--- config.mk ---
export PLATFORM = sky130hd
export DESIGN_NAME = wdt_ctrl_flat
export DESIGN_NICKNAME = d
export VERILOG_FILES = /design/src/rtl/wdt_ctrl_pkg.sv /design/src/rtl/wdt_ctrl_if.sv /design/src/rtl/wdt_period_reg.sv /design/src/rtl/wdt_ctrl.sv /design/src/flat_wrapper.sv
export SDC_FILE = /design/constraint.sdc
export NUM_CORES = 1
export LEC_CHECK = 0
export BUFFER_PORTS_ARGS = -buffer_cell sky130_fd_sc_hd__buf_2
export CAP_MARGIN = 20
export CORE_AREA = 2 2 134 136
export DETAILED_ROUTE_END_ITERATION = 8
export DIE_AREA = 0 0 136 138
export GPL_TIMING_DRIVEN = 0
export PLACE_DENSITY = 0.88
export SKIP_CTS_REPAIR_TIMING = 1
export SLEW_MARGIN = 40
export SYNTH_ARGS = -nofsm -noshare
export SYNTH_HDL_FRONTEND = slang
export SYNTH_SLANG_ARGS = --single-unit
--- constraint.sdc ---
create_clock -name clk -period 2.4 [get_ports clk]
set_input_delay 0 -clock clk [delete_from_list [all_inputs] [get_ports clk]]
set_output_delay 0 -clock clk [all_outputs]
set_load 0.02 [all_outputs]
--- src/rtl/wdt_ctrl_pkg.sv ---
// Shared definitions for the watchdog control front-end: register map,
// interrupt status bit positions and period width.
package wdt_ctrl_pkg;

  localparam int WDT_PERIOD_DWORDS = 2;
  localparam int WDT_PERIOD_W      = 32 * WDT_PERIOD_DWORDS;

  typedef enum logic [3:0] {
    WDT_T1_CTRL      = 4'd0,
    WDT_T1_EN        = 4'd1,
    WDT_T1_PERIOD_LO = 4'd2,
    WDT_T1_PERIOD_HI = 4'd3,
    WDT_T2_CTRL      = 4'd4,
    WDT_T2_EN        = 4'd5,
    WDT_T2_PERIOD_LO = 4'd6,
    WDT_T2_PERIOD_HI = 4'd7,
    WDT_STATUS       = 4'd8,
    WDT_INTR_STS     = 4'd9,
    WDT_INTR_EN      = 4'd10
  } wdt_addr_e;

  localparam int INTR_T1_IDX    = 0;
  localparam int INTR_T2_IDX    = 1;
  localparam int INTR_FATAL_IDX = 2;

endpackage

--- src/rtl/wdt_ctrl_if.sv ---
// Register access bus between the SoC-IFC and the watchdog control block.
interface wdt_ctrl_if;
  logic        req;
  logic        we;
  logic [3:0]  addr;
  logic [31:0] wdata;
  logic        ack;
  logic [31:0] rdata;

  modport master (output req, we, addr, wdata, input ack, rdata);
  modport slave  (input req, we, addr, wdata, output ack, rdata);
endinterface

--- src/rtl/wdt_period_reg.sv ---
// Timeout period register: LO goes to a shadow, a HI write commits the
// whole period in one edge so the core never sees a half-updated value.
module wdt_period_reg
  import wdt_ctrl_pkg::*;
#(
  parameter logic [WDT_PERIOD_W-1:0] RST_VAL = '1
) (
  input  logic                    clk,
  input  logic                    cptra_rst_b,
  input  logic                    lo_we,
  input  logic                    hi_we,
  input  logic [31:0]             wdata,
  output logic [WDT_PERIOD_W-1:0] period
);

  logic [31:0] shadow_lo;

  always_ff @(posedge clk or negedge cptra_rst_b) begin
    if (!cptra_rst_b) begin
      shadow_lo <= RST_VAL[31:0];
      period    <= RST_VAL;
    end else begin
      if (lo_we) shadow_lo <= wdata;
      if (hi_we) period    <= {wdata, shadow_lo};
    end
  end

endmodule

--- src/rtl/wdt_ctrl.sv ---
// Firmware-facing watchdog control: register file, period commit, restart
// pulses, sticky interrupt status and timeout-serviced handshake to the core.
module wdt_ctrl
  import wdt_ctrl_pkg::*;
#(
  parameter int WDT_TIMEOUT_PERIOD_NUM_DWORDS = WDT_PERIOD_DWORDS,
  parameter logic [32*WDT_TIMEOUT_PERIOD_NUM_DWORDS-1:0] T1_PERIOD_RST = 64'hFFFF_FFFF_FFFF_FFFF,
  parameter logic [32*WDT_TIMEOUT_PERIOD_NUM_DWORDS-1:0] T2_PERIOD_RST = 64'hFFFF_FFFF_FFFF_FFFF
) (
  input  logic                                        clk,
  input  logic                                        cptra_rst_b,
  wdt_ctrl_if.slave                                   bus,
  output logic                                        timer1_en,
  output logic                                        timer2_en,
  output logic                                        timer1_restart,
  output logic                                        timer2_restart,
  output logic [32*WDT_TIMEOUT_PERIOD_NUM_DWORDS-1:0] timer1_timeout_period,
  output logic [32*WDT_TIMEOUT_PERIOD_NUM_DWORDS-1:0] timer2_timeout_period,
  output logic                                        wdt_timer1_timeout_serviced,
  output logic                                        wdt_timer2_timeout_serviced,
  input  logic                                        t1_timeout,
  input  logic                                        t2_timeout,
  input  logic                                        fatal_timeout,
  output logic                                        wdt_intr,
  output logic                                        wdt_fatal
);

  logic        wr_en;
  logic [31:0] rd_mux;
  logic [2:0]  intr_sts, intr_sts_nxt;
  logic [1:0]  intr_en;
  logic [1:0]  svc_nxt;
  logic [1:0]  w1c;
  logic        t1_q, t2_q, fatal_q;
  logic        t1_rise, t2_rise, fatal_rise;

  assign wr_en = bus.req && bus.we;

  wdt_period_reg #(.RST_VAL(T1_PERIOD_RST)) u_t1_period (
    .clk         (clk),
    .cptra_rst_b (cptra_rst_b),
    .lo_we       (wr_en && (bus.addr == WDT_T1_PERIOD_LO)),
    .hi_we       (wr_en && (bus.addr == WDT_T1_PERIOD_HI)),
    .wdata       (bus.wdata),
    .period      (timer1_timeout_period)
  );

  wdt_period_reg #(.RST_VAL(T2_PERIOD_RST)) u_t2_period (
    .clk         (clk),
    .cptra_rst_b (cptra_rst_b),
    .lo_we       (wr_en && (bus.addr == WDT_T2_PERIOD_LO)),
    .hi_we       (wr_en && (bus.addr == WDT_T2_PERIOD_HI)),
    .wdata       (bus.wdata),
    .period      (timer2_timeout_period)
  );

  // Period reads return the committed value, never the LO shadow.
  always_comb begin
    rd_mux = '0;
    case (bus.addr)
      WDT_T1_EN:        rd_mux[0]   = timer1_en;
      WDT_T1_PERIOD_LO: rd_mux      = timer1_timeout_period[31:0];
      WDT_T1_PERIOD_HI: rd_mux      = timer1_timeout_period[63:32];
      WDT_T2_EN:        rd_mux[0]   = timer2_en;
      WDT_T2_PERIOD_LO: rd_mux      = timer2_timeout_period[31:0];
      WDT_T2_PERIOD_HI: rd_mux      = timer2_timeout_period[63:32];
      WDT_STATUS:       rd_mux[2:0] = {fatal_timeout, t2_timeout, t1_timeout};
      WDT_INTR_STS:     rd_mux[2:0] = intr_sts;
      WDT_INTR_EN:      rd_mux[1:0] = intr_en;
      default:          rd_mux      = '0;
    endcase
  end

  assign t1_rise    = t1_timeout    && !t1_q;
  assign t2_rise    = t2_timeout    && !t2_q;
  assign fatal_rise = fatal_timeout && !fatal_q;
  assign w1c        = (wr_en && (bus.addr == WDT_INTR_STS)) ? bus.wdata[1:0] : 2'b00;

  // A new timeout edge beats a same-cycle W1C, and then nothing was serviced.
  always_comb begin
    intr_sts_nxt = intr_sts;
    svc_nxt      = 2'b00;
    if (w1c[0] && intr_sts[INTR_T1_IDX]) begin
      intr_sts_nxt[INTR_T1_IDX] = 1'b0;
      svc_nxt[0]                = 1'b1;
    end
    if (w1c[1] && intr_sts[INTR_T2_IDX]) begin
      intr_sts_nxt[INTR_T2_IDX] = 1'b0;
      svc_nxt[1]                = 1'b1;
    end
    if (t1_rise) begin
      intr_sts_nxt[INTR_T1_IDX] = 1'b1;
      svc_nxt[0]                = 1'b0;
    end
    if (t2_rise) begin
      intr_sts_nxt[INTR_T2_IDX] = 1'b1;
      svc_nxt[1]                = 1'b0;
    end
    if (fatal_rise) intr_sts_nxt[INTR_FATAL_IDX] = 1'b1;
    if (!timer2_en) svc_nxt[1] = 1'b0;
  end

  always_ff @(posedge clk or negedge cptra_rst_b) begin
    if (!cptra_rst_b) begin
      bus.ack                     <= 1'b0;
      bus.rdata                   <= '0;
      timer1_en                   <= 1'b0;
      timer2_en                   <= 1'b0;
      timer1_restart              <= 1'b0;
      timer2_restart              <= 1'b0;
      intr_en                     <= 2'b00;
      intr_sts                    <= 3'b000;
      t1_q                        <= 1'b0;
      t2_q                        <= 1'b0;
      fatal_q                     <= 1'b0;
      wdt_timer1_timeout_serviced <= 1'b0;
      wdt_timer2_timeout_serviced <= 1'b0;
      wdt_intr                    <= 1'b0;
    end else begin
      bus.ack        <= bus.req;
      bus.rdata      <= (bus.req && !bus.we) ? rd_mux : '0;
      timer1_restart <= wr_en && (bus.addr == WDT_T1_CTRL) && bus.wdata[0];
      timer2_restart <= wr_en && (bus.addr == WDT_T2_CTRL) && bus.wdata[0];
      if (wr_en && (bus.addr == WDT_T1_EN))   timer1_en <= bus.wdata[0];
      if (wr_en && (bus.addr == WDT_T2_EN))   timer2_en <= bus.wdata[0];
      if (wr_en && (bus.addr == WDT_INTR_EN)) intr_en   <= bus.wdata[1:0];
      t1_q                        <= t1_timeout;
      t2_q                        <= t2_timeout;
      fatal_q                     <= fatal_timeout;
      intr_sts                    <= intr_sts_nxt;
      wdt_timer1_timeout_serviced <= svc_nxt[0];
      wdt_timer2_timeout_serviced <= svc_nxt[1];
      wdt_intr                    <= |(intr_sts[INTR_T2_IDX:INTR_T1_IDX] & intr_en);
    end
  end

  assign wdt_fatal = intr_sts[INTR_FATAL_IDX];

endmodule

--- src/flat_wrapper.sv ---
// flat-port wrapper written by rule: the top's interface ports become plain ports
module wdt_ctrl_flat import wdt_ctrl_pkg::*;
#(
  parameter int WDT_TIMEOUT_PERIOD_NUM_DWORDS = WDT_PERIOD_DWORDS,
  parameter logic [32*WDT_TIMEOUT_PERIOD_NUM_DWORDS-1:0] T1_PERIOD_RST = 64'hFFFF_FFFF_FFFF_FFFF,
  parameter logic [32*WDT_TIMEOUT_PERIOD_NUM_DWORDS-1:0] T2_PERIOD_RST = 64'hFFFF_FFFF_FFFF_FFFF
)
  (clk, cptra_rst_b, timer1_en, timer2_en, timer1_restart, timer2_restart, timer1_timeout_period, timer2_timeout_period, wdt_timer1_timeout_serviced, wdt_timer2_timeout_serviced, t1_timeout, t2_timeout, fatal_timeout, wdt_intr, wdt_fatal, bus_req, bus_we, bus_addr, bus_wdata, bus_ack, bus_rdata);
  wdt_ctrl_if bus_i ();
  input  logic clk;
  input  logic cptra_rst_b;
  output logic timer1_en;
  output logic timer2_en;
  output logic timer1_restart;
  output logic timer2_restart;
  output logic [32*WDT_TIMEOUT_PERIOD_NUM_DWORDS-1:0] timer1_timeout_period;
  output logic [32*WDT_TIMEOUT_PERIOD_NUM_DWORDS-1:0] timer2_timeout_period;
  output logic wdt_timer1_timeout_serviced;
  output logic wdt_timer2_timeout_serviced;
  input  logic t1_timeout;
  input  logic t2_timeout;
  input  logic fatal_timeout;
  output logic wdt_intr;
  output logic wdt_fatal;
  input wire logic [$bits(bus_i.req)-1:0] bus_req;
  input wire logic [$bits(bus_i.we)-1:0] bus_we;
  input wire logic [$bits(bus_i.addr)-1:0] bus_addr;
  input wire logic [$bits(bus_i.wdata)-1:0] bus_wdata;
  output wire logic [$bits(bus_i.ack)-1:0] bus_ack;
  output wire logic [$bits(bus_i.rdata)-1:0] bus_rdata;
  assign bus_i.req = bus_req;
  assign bus_i.we = bus_we;
  assign bus_i.addr = bus_addr;
  assign bus_i.wdata = bus_wdata;
  assign bus_ack = bus_i.ack;
  assign bus_rdata = bus_i.rdata;
  wdt_ctrl #(.WDT_TIMEOUT_PERIOD_NUM_DWORDS(WDT_TIMEOUT_PERIOD_NUM_DWORDS), .T1_PERIOD_RST(T1_PERIOD_RST), .T2_PERIOD_RST(T2_PERIOD_RST)) u_core (.clk(clk), .cptra_rst_b(cptra_rst_b), .bus(bus_i), .timer1_en(timer1_en), .timer2_en(timer2_en), .timer1_restart(timer1_restart), .timer2_restart(timer2_restart), .timer1_timeout_period(timer1_timeout_period), .timer2_timeout_period(timer2_timeout_period), .wdt_timer1_timeout_serviced(wdt_timer1_timeout_serviced), .wdt_timer2_timeout_serviced(wdt_timer2_timeout_serviced), .t1_timeout(t1_timeout), .t2_timeout(t2_timeout), .fatal_timeout(fatal_timeout), .wdt_intr(wdt_intr), .wdt_fatal(wdt_fatal));
endmodule
Word level (Yosys, flattened, before mapping)
Index checks and enable logic that the tools add are counted.
{"block": "totals", "register_bits": 240, "in_bits": 43, "out_inout_bits": 169, "elab_cells": 73}
{"block": "op_classes", "n_eq_ne": 10, "muxes": 15, "bitwise_logic": 1, "n_reduce_logical": 27}
{"cell": "$pmux 29 s4", "count": 1}
{"cell": "$mux 32", "count": 1}
{"cell": "$logic_and 1x1->1", "count": 19}
{"cell": "$eq 4x3->1 const B", "count": 4}
{"cell": "$eq 4x4->1 const B", "count": 3}
{"cell": "$mux 1", "count": 9}
{"cell": "$pmux 1 s9", "count": 1}
{"cell": "$eq 4x2->1 const B", "count": 2}
{"cell": "$pmux 1 s7", "count": 1}
{"cell": "$pmux 1 s6", "count": 1}
{"cell": "$eq 4x1->1 const B", "count": 1}
{"cell": "$logic_not 1->1", "count": 4}
{"cell": "$logic_not 4->1", "count": 1}
{"cell": "$reduce_bool 2->1", "count": 2}
{"cell": "$and 2x2->2", "count": 1}
{"cell": "$mux 2", "count": 1}
{"cell": "$reduce_or 2->1", "count": 1}

Longest topological paths before layout
{"block": "logic_depth", "word_depth": 7, "mapped_depth": 6, "ltp_nobuf": 4}

Cells and area by module
A second synthesis with hierarchy kept.
{"block": "unflattened", "cells_unflattened": 666, "area_unflattened_um2": 10782.8}
{"module": "wdt_period_reg", "n_inst": 2, "cells_per_inst": 203, "area_each_um2": 4020.1, "seq_area_each_um2": 2522.4}
{"module": "wdt_ctrl", "n_inst": 1, "cells_per_inst": 260, "area_each_um2": 2742.6, "seq_area_each_um2": 1201.2}

Worst setup path after synthesis
OpenSTA, ideal clock, no wires.
{"block": "synth_path", "path_kind": "in2reg", "start": "in bus_addr[0]", "end": "reg u_core.u_t1_period.period[3]", "setup_time_ps": 82, "arrival_time_ps": 1327, "required_time_ps": 2318, "setup_slack_ps": 991, "path_stages": 5, "path_buffers": 2, "path_cell_list": "buf_4 > nand2_2 > nor4_4 > buf_6 > mux2_2"}
{"block": "synth_between", "elab_chain_len": 2}
{"item": "from (decl)", "line_no": "flat_wrapper.sv:27", "text": "input wire logic [$bits(bus_i.addr)-1:0] bus_addr;"}
{"item": "$eq 4x2->1", "line_no": "wdt_ctrl.sv:43", "text": ".hi_we (wr_en && (bus.addr == WDT_T1_PERIOD_HI)),"}
{"item": "$logic_and 1x1->1", "line_no": "wdt_ctrl.sv:43"}
{"item": "to (signal assigned)", "line_no": "wdt_period_reg.sv:24", "text": "if (hi_we) period <= {wdata, shadow_lo};"}
{"item": "to (decl)", "line_no": "wdt_period_reg.sv:13", "text": "output logic [WDT_PERIOD_W-1:0] period"}
Every way passes these cells.
A chain may end at the register's enable or synchronous reset.

Worst setup path in the final report
{"block": "layout_path", "start": "in bus_addr[3]", "end": "reg u_core.bus.rdata[27]"}
{"block": "layout_between", "elab_chain_len": 3, "elab_cells_between_ends": 6, "classes_between": "eq/ne (4); mux (2)"}
{"item": "$eq 4x3->1 or $eq 4x2->1 (tied branches)", "line_no": "wdt_ctrl.sv:60", "text": "case (bus.addr)"}
{"item": "$pmux 29 s4 (*)", "line_no": "wdt_ctrl.sv:60"}
{"item": "$mux 32 (*)", "line_no": "wdt_ctrl.sv:121", "text": "bus.rdata <= (bus.req && !bus.we) ? rd_mux : '0;"}
{"item": "to (signal assigned)", "line_no": "wdt_ctrl.sv:121"}
{"item": "to (decl)", "line_no": "wdt_ctrl_if.sv:11", "text": "modport slave (input req, we, addr, wdata, output ack, rdata);"}
Every way passes the cells marked *; elsewhere a longest branch is shown, timed or not.

==> run metrics <==
Hold WS=-0.00160 ns; Peak Freq=458 MHz; final WL=25000 um; relative slew slack=46.2%; Worst EP arrival=2.62 ns; run status=finished with violations; area leader, netlist=dfstp_2; Vias/cell=5.60; die height=138 um; Post-DP Area=11500 um2; Detailed Place HPWL=16500 um; Yosys warnings=0; worst min path class=in -> reg; Worst-path clk slew=0.06 ns; WP data required=2.83 ns; Synth cell types=38; die area=18800 um2; Antenna Nets Post-Route=0; fraction of registers with async set/reset=100%; Max Slew Vio Count=0; Clk Latency, worst-skew pair=0.51 ns; Pwr Density=883 nW/um2; TritonCTS Sinks=240; CP peak stage delay=0.55 ns; Iteration-0 DRC Markers=250; mapped cell area=10100 um2; prevailing post-synth register cell=dfstp_2; Area Overhead vs Synth=26.5%; met3 wire length=1420 um; die width=136 um; Routed wire per std cell=20.9 um; Max Root-Sink Buffers=3; post-synthesis sequential area ratio=61.9%; WL met2=12800 um; largest net degree at the start of global routing=82; Post-Syn Instances=666; Hold Fails Final Rpt=1; CTS H-tree lvls=1; WS Path Type=in -> reg; most frequent CP cell=clkbuf_1; # IOs=212; via count=6675; Tot GR Track Use=25.9%; final setup violation count=0; post-route minimum period=2.18 ns; CTS tree=built; slowest CP cell=dlygate4sd3_1; startpoint types=input pin; max layer used=met4; Area contributors post-synth=dfstp_2, mux2_2, dfrtp_1; Crit. End Element=flop; Nets=989; leakage=5.92 nW; Starting Density=57.5%; DRC violations left=0; Antenna Cells=0; Yosys top cell area share=50.0%; # port buffers=209; Syn Area/Cell=15.1 um2; core box area=17500 um2; Root Driver=clkbuf_16; Clock Skews=0.0190 ns; part of the cycle the worst path needs=90.9%; FP Rows=49; Initial DRT Pass Iterations=4; failing checks=hold timing; flops & latches, synth=240; GPL Wtd Cong=0.887; RSZ-0062 raised after global routing=no; met1 WL=10100 um; initial antenna violation count=0; non-filler cells, final=1193; total placed cells including tap cells=1108; GRT Residual Overflow=0; Worst Max-Slew Pin Slew=0.807 ns; max-cap violations=0; layout cells sized above 1=67.3%; finished layout cell area=12800 um2; number of enable flip-flop cells after synthesis=0; worst ir drop on vdd=0.000704 V; first-pass GRT wire length=38200 um; Critical Path, Cell by Cell=dlygate4sd3_1, buf_2, clkbuf_1, nor3b_1, clkbuf_1, clkbuf_1, and2_1; Post-Syn Nets=709; Critical Path Fanout Max=10; TritonCTS Buffers=24; vias in the first global route=6878
worst paths after layout:
check	startpoint	slack (ns)	endpoint	depth (start not counted)
max	bus_addr[3]	0.22	u_core.bus.rdata[27]	7
min	bus_addr[1]	-0.002	u_core.bus.rdata[1]	4
max reg2reg	u_core.u_t1_period.period[2]	1.22	u_core.bus.rdata[2]	3
min reg2reg	u_core.t1_q	0.46	u_core.intr_sts[0]	1
max in group asynchronous	cptra_rst_b	1.54	u_core.u_t1_period.period[55]	4
min in group asynchronous	cptra_rst_b	0.08	u_core.bus.rdata[8]	3
critical path, delay by kind of cell:
kind / cells / cell delay [ns]
buf+inv: 5 / 1.92
simple gates: 2 / 0.69
logic make-up after synthesis:
family	synth area share [%]
compound gates	3.40
buf+inv	2.26
flops	61.9
mux	27.8
simple gates	4.55
flip-flops by register name (all words and copies together), names as in the netlist, 2 cells and up:
signal / cells
u_core.intr_en: 2
u_core.u_t2_period.period: 64
u_core.u_t2_period.shadow_lo: 32
u_core.u_t1_period.period: 64
u_core.u_t1_period.shadow_lo: 32
u_core.bus.rdata: 32
u_core.intr_sts: 3
Yosys cell counts, drive strengths merged (3+ instances only):
master	n
a21o	4
a22o	3
a31oi	5
and2	29
buf	23
clkbuf	16
dfrtp	48
dfstp	192
mux2	196
mux2i	60
nand2	13
nand2b	5
nand3	3
nor2	7
nor2b	5
nor3	6
o21ai	4
o22ai	29
per-layer routing:
layer | vias up | track usage, %
li1 | 2951 | -
met1 | 3431 | 34.5
met2 | 245 | 43.1
met3 | 48 | 4.66
met4 | 0 | 8.61
met5 | - | 0
stage by stage:
stage | utilization, % | total power [W] | setup TNS [ns] | hold slack [ns] | worst slack [ns]
4_1_cts | 70.4 | 0.0113 | 0 | -0.669 | 0.808
5_1_grt | 72.7 | 0.0117 | 0 | 0.0144 | 0.114
6_report | 72.7 | 0.0113 | 0 | -0.00160 | 0.218
3_5_place_dp | 65.7 | 0.00744 | 0 | -0.128 | 0.310
2_1_floorplan | - | 0.00666 | 0 | -0.296 | 0.991
3_3_place_gp | 65.1 | 0.00732 | -337.69 | 0.145 | -2.52
cells in the final DEF, fill, tap and decap left out, types with 5 or more instances in the layout:
cell type        n
buf_2          219
dfstp_2        192
mux2_2         180
mux2i_1         60
dfrtp_1         48
dlygate4sd3_1   40
o22ai_1         29
and2_1          29
clkbuf_16       25
clkbuf_1        22
mux2_1          16
nand2_1         12
buf_6            7
nor3_1           6
nor2_1           6
clkbuf_8         6
nand2b_1         5
nor2b_1          5
a31oi_1          5
where the power goes:
group / total, W / internal (W) / switching (W) / leakage, nW
Sequential: 0.00546 / 0.00505 / 0.000406 / 2.64
Clock: 0.00380 / 0.00231 / 0.00149 / 0.401
Combinational: 0.00200 / 0.000889 / 0.00111 / 2.88
Total: 0.0113 / 0.00825 / 0.00301 / 5.92
area by class of cell:
class                           count  area (um2)
Sequential cell                   240        6250
Fill cell                        1168        4780
Multi-Input combinational cell    385        3610
Timing Repair Buffer              254        1570
Clock buffer                       39         738
Tap cell                          229         287
Buffer                             39         223
Clock inverter                      5        75.1
Inverter                            2        7.51
No activity file was read; power rests on OpenSTA's default activity.
